<file path="src/rtl/spi_master.sv">
// SPI initiator for the register-file slave: turns one parallel command into a
// SYNC pulse followed by an N-pulse frame, and returns the read word in parallel.
//
// state   | meaning
// --------+---------------------------------------------------------------
// S_IDLE  | SCLK low, SCEB high, waiting for start
// S_SYNC  | one SCLK pulse with SCEB high to reset the slave bit counter
// S_SHIFT | SCEB low, N SCLK pulses, MOSI = frame bit, MISO sampled on rise
// S_DONE  | one cycle: SCEB high, done pulse, rdata update if read
module spi_master #(
  parameter int REGISTERS = 8,
  parameter int INPUTS    = 6,
  parameter int SWORD     = 8,
  parameter int CLKDIV    = 2,
  localparam int ADDRW    = $clog2((REGISTERS > INPUTS) ? REGISTERS : INPUTS)
) (
  input  logic             CLK,
  input  logic             RST,
  input  logic             start,
  input  logic             wr,
  input  logic             rd,
  input  logic [ADDRW-1:0] addr,
  input  logic [SWORD-1:0] wdata,
  output logic             busy,
  output logic             done,
  output logic [SWORD-1:0] rdata,
  output logic             SCEB,
  output logic             SCLK,
  output logic             MOSI,
  input  logic             MISO
);

  localparam int H  = 2 + ADDRW + SWORD;
  localparam int N  = H + SWORD + 1;
  localparam int PW = (CLKDIV > 1) ? $clog2(CLKDIV) : 1;
  localparam int BW = $clog2(N + 1);

  typedef enum logic [1:0] {S_IDLE, S_SYNC, S_SHIFT, S_DONE} state_t;

  state_t           state;
  logic [PW-1:0]    ph;
  logic             hi;
  logic [BW-1:0]    bitc;
  logic [N-1:0]     shreg;
  logic [SWORD-1:0] rx;
  logic             rd_lat;
  logic             phase_end;
  logic             in_window;
  logic             last_bit;

  assign phase_end = (ph == PW'(CLKDIV - 1));
  assign in_window = (bitc >= BW'(H + 1)) && (bitc <= BW'(H + SWORD));
  assign last_bit  = (bitc == BW'(N - 1));

  always_ff @(posedge CLK or negedge RST) begin
    if (!RST) begin
      state  <= S_IDLE;
      ph     <= '0;
      hi     <= 1'b0;
      bitc   <= '0;
      shreg  <= '0;
      rx     <= '0;
      rd_lat <= 1'b0;
      busy   <= 1'b0;
      done   <= 1'b0;
      rdata  <= '0;
      SCEB   <= 1'b1;
      SCLK   <= 1'b0;
      MOSI   <= 1'b0;
    end else begin
      case (state)
        S_IDLE: begin
          if (start) begin
            shreg  <= {wr, rd, addr, wdata, {(SWORD + 1){1'b0}}};
            rd_lat <= rd;
            ph     <= '0;
            hi     <= 1'b0;
            busy   <= 1'b1;
            state  <= S_SYNC;
          end
        end
        S_SYNC, S_SHIFT: begin
          if (!phase_end) begin
            ph <= ph + 1'b1;
          end else begin
            ph <= '0;
            if (!hi) begin
              hi   <= 1'b1;
              SCLK <= 1'b1;
              if (state == S_SHIFT && in_window) rx <= {rx[SWORD-2:0], MISO};
            end else begin
              hi   <= 1'b0;
              SCLK <= 1'b0;
              // End of a high phase: either close the frame or start the next low phase.
              if (state == S_SHIFT && last_bit) begin
                state <= S_DONE;
                SCEB  <= 1'b1;
                MOSI  <= 1'b0;
                busy  <= 1'b0;
                done  <= 1'b1;
                if (rd_lat) rdata <= rx;
              end else begin
                SCEB  <= 1'b0;
                MOSI  <= shreg[N-1];
                shreg <= {shreg[N-2:0], 1'b0};
                bitc  <= (state == S_SYNC) ? '0 : bitc + 1'b1;
                state <= S_SHIFT;
              end
            end
          end
        end
        S_DONE: begin
          done  <= 1'b0;
          state <= S_IDLE;
        end
        default: state <= S_IDLE;
      endcase
    end
  end

endmodule

</file>
<file path="config.mk">
export PLATFORM = sky130hd
export DESIGN_NAME = spi_master
export DESIGN_NICKNAME = d
export VERILOG_FILES = /design/src/rtl/spi_master.sv
export SDC_FILE = /design/constraint.sdc
export NUM_CORES = 1
export LEC_CHECK = 0
export CORE_ASPECT_RATIO = 1.75
export CORE_MARGIN = 1.5
export CORE_UTILIZATION = 49
export DETAILED_ROUTE_END_ITERATION = 8
export GPL_TIMING_DRIVEN = 0
export HOLD_SLACK_MARGIN = 0.05
export PLACE_DENSITY = 0.75
export SKIP_CTS_REPAIR_TIMING = 1
export SLEW_MARGIN = 20
export SYNTH_ARGS = -nofsm -noshare
export SYNTH_HDL_FRONTEND = slang
export SYNTH_SLANG_ARGS = --single-unit
</file>
<file path="constraint.sdc">
create_clock -name CLK -period 1.76 [get_ports CLK]
set_input_delay 0.264 -clock CLK [delete_from_list [all_inputs] [get_ports CLK]]
set_output_delay 0.264 -clock CLK [all_outputs]
set_load 0.1 [all_outputs]
</file>
==> results.cfg, run 1 <==
[global_routing]
grtUsageTotal_pct = 20.99
antenna_found_initial = 0
first_global_vias = 1765
grt_pass1_wl_um = 7893
grt_max_degree = 25
grt_overflow = 0

[cts]
clk_path_buf_depth = 2
cts-buffers-inserted = 5
htree_levels = 2
cts_tree = built
cts.sinks = 44
cts-root-buf = clkbuf_8
path_clk_slew_ns = 0.09
clock_latency_ns = 0.31

[yosys]
syn_inst = 214
ys_seq_area_share_pct = 48.09
async_reset_ff_share_pct = 100.0
synthFlopType = dfrtp_1
synth.net_count = 238
yosys_warnings = 0
ys_ff_latch = 44
netlist_area_mm2 = 0.002292
synth.distinct_cells = 45
synth.avg_cell_area_um2 = 10.71
synth-edff-count = 0

[floorplan]
row_count = 32
die_h_um = 93.48
dieWidth_um = 54.70
coreArea_mm2 = 0.004444
dieArea_mm2 = 0.005113
io_pins = 30
start_util_pct = 51.58

[sta]
finalHoldViolations = 0
clock_skew_ns = 0.01204
relSlewSlack_pct = 35.56
rsz0062_at_grt = true
max_slew.worst_pin.slew_ns = 0.9650
fin_crit_sh_pct = 100.8
worst_slack_ns = -0.01495
finalMaxSlewViolations = 0
fin_crit_ns = 1.775
tns_ns = -0.09547
clock.fmax_mhz = 563.4
setup_viol = 10

[routing]
drtAntennaViolNets = 0
drc = 0
dr.pass1.iters = 4
viasPerCell = 5.883
routed_wl_um = 5357
drtIter0Drc = 35
wire_per_inst_um = 16.90
num_vias = 1865

[place]
dp_hpwl_um = 3353
portBuffers = 29
gp_congestion = 0.8149

[final_layout]
register_area_mm2 = 0.001105
final_util_pct = 71.51
multi_input_area_mm2 = 0.001275
area_growth_pct = 38.65
diodes = 0
final_nets = 289
nFillCells = 286
drive_above_1_share_pct = 34.96

[worst_setup_path]
cp-end-kind = register
cp_slowest_cell = dfrtp_1
rr_worst_depth = 6
cp_max_fo = 10
critical_path_depth = 6
cp.required_ns = 1.95
crit_buf_inv = 2
arrival_ns = 1.96
worstPathCellList = inv_2, ha_4, buf_8, and3_4, nand3_4, mux2_4
slowest_delay_ns = 0.42
start_kind = register
path_class = reg2reg
path_delay_family = flip-flops

[worst_hold_path]
hp-class = in2async

[power]
power.density_mw_per_mm2 = 598.6
power.leakage_nw = 1.723
total_power_mw = 1.903
vdd_drop_max_uv = 632.7

[flow_run]
cap_violations = 0

[status]
violations = setup timing
status = complete, but fails checks
==> layer usage <==
metal | wire (um) | global-route usage [%] | up-vias
met3 | 151 | 3.994 | 12
met2 | 3092 | 37.80 | 46
met4 | 110 | 8.750 | 0
li1 | - | - | 877
met5 | 0 | 0 | -
met1 | 2003 | 22.25 | 930
==> synth_stat cells (3+ instances only) <==
cell / count / area, um^2
dfrtp_1: 43 / 1076
nand2b_1: 15 / 93.84
nor2_1: 15 / 56.30
nor3_1: 14 / 70.07
o22ai_1: 13 / 81.33
a211oi_1: 12 / 90.09
nand2_1: 12 / 45.04
mux2_1: 8 / 90.09
mux2_4: 8 / 120.1
a21oi_1: 7 / 35.03
ha_1: 7 / 87.58
inv_1: 7 / 26.28
buf_2: 6 / 30.03
o21ai_0: 6 / 30.03
buf_6: 3 / 33.78
clkbuf_1: 3 / 11.26
nand3_1: 3 / 15.01
==> flip-flops by register name, indices dropped and copies added, names as in the netlist, 2 cells and up <==
register and count:
rdata 8, state 2, shreg 13, bitc 5
rx 8
==> power by group <==
part | switching (mW) | internal [mW]
clock | 0.361 | 0.464
sequential | 0.000927 | 1.01
combinational | 0.0271 | 0.0377
==> stage by stage <==
step / instances / setup WS [ns] / hold slack, ns / cell area, um^2
global placement: 294 / -0.7885 / 0.4687 / 2646
CTS: 303 / -0.4873 / -0.07484 / 2783
floorplan: 214 / 0.007513 / -0.03159 / 2292
global route: 317 / -0.07860 / 0.5175 / 3178
detailed placement: 295 / -0.3939 / 0.2516 / 2661
finish: 317 / -0.01495 / 0.4453 / 3178
==> worst reg2reg max path: stages (launching register included) <==
cell	delay, ns
dfrtp_1	0.42
inv_2	0.08
ha_4	0.31
buf_8	0.15
and3_4	0.19
nand3_4	0.16
mux2_4	0.34
==> logic make-up (layout without fill, tap and decap cells) <==
| family | count (synthesis) | in the layout | synth area share (%) |
|---|---|---|---|
| compound gates | 52 | 52 | 15.28 |
| fa+ha+maj | 7 | 7 | 3.821 |
| buf+inv | 22 | 74 | 5.076 |
| flops | 44 | 44 | 48.09 |
| mux | 19 | 19 | 10.54 |
| simple gates | 70 | 70 | 17.19 |
==> layout by cell type (no fill, tap or decap), types with 4 or more instances in the layout <==
master,Yosys,routed
a211oi_2,0,8
mux2_1,8,4
a211oi_1,12,4
clkbuf_2,0,4
nor3_2,0,4
nand2b_1,15,14
buf_4,1,11
a21oi_1,7,6
buf_6,3,6
o21ai_0,6,6
nor3_1,14,10
o22ai_1,13,10
clkbuf_8,0,6
clkdlybuf4s50_1,0,15
nand2_1,12,11
inv_2,1,5
dlymetal6s2s_1,0,11
mux2_4,8,12
dfrtp_1,43,41
nor2_1,15,14
==> final timing paths <==
path                       startpoint   endpoint  slack (ns)
min                               RST   rdata[1]        0.45
max                          state[1]   rdata[7]       -0.01
min in group CLK                 MOSI       MOSI        0.48
max reg2reg                  state[1]   rdata[7]       -0.01
min reg2reg                      MOSI       MOSI        0.48
max in group asynchronous         RST  shreg[16]        0.83
==> area by class of cell <==
type / count / share of cell area (%)
buffer: 13 / 3.937
clock buffer: 6 / 2.598
clock inverter: 2 / 1.220
inverter: 8 / 0.9449
multi-input combinational: 148 / 40.12
sequential: 44 / 34.76
tap: 51 / 2.008
timing repair buffer: 45 / 14.41
(Power assumes the default switching activity.)
==> run 2: changes to the inputs <==
CTS_CLUSTER_DIAMETER = 200   (was unset)
SLEW_MARGIN = unset   (was 20)
==> results of run 2 <==
Same layout as run 1: the final DEF is identical, and so are final timing and power.
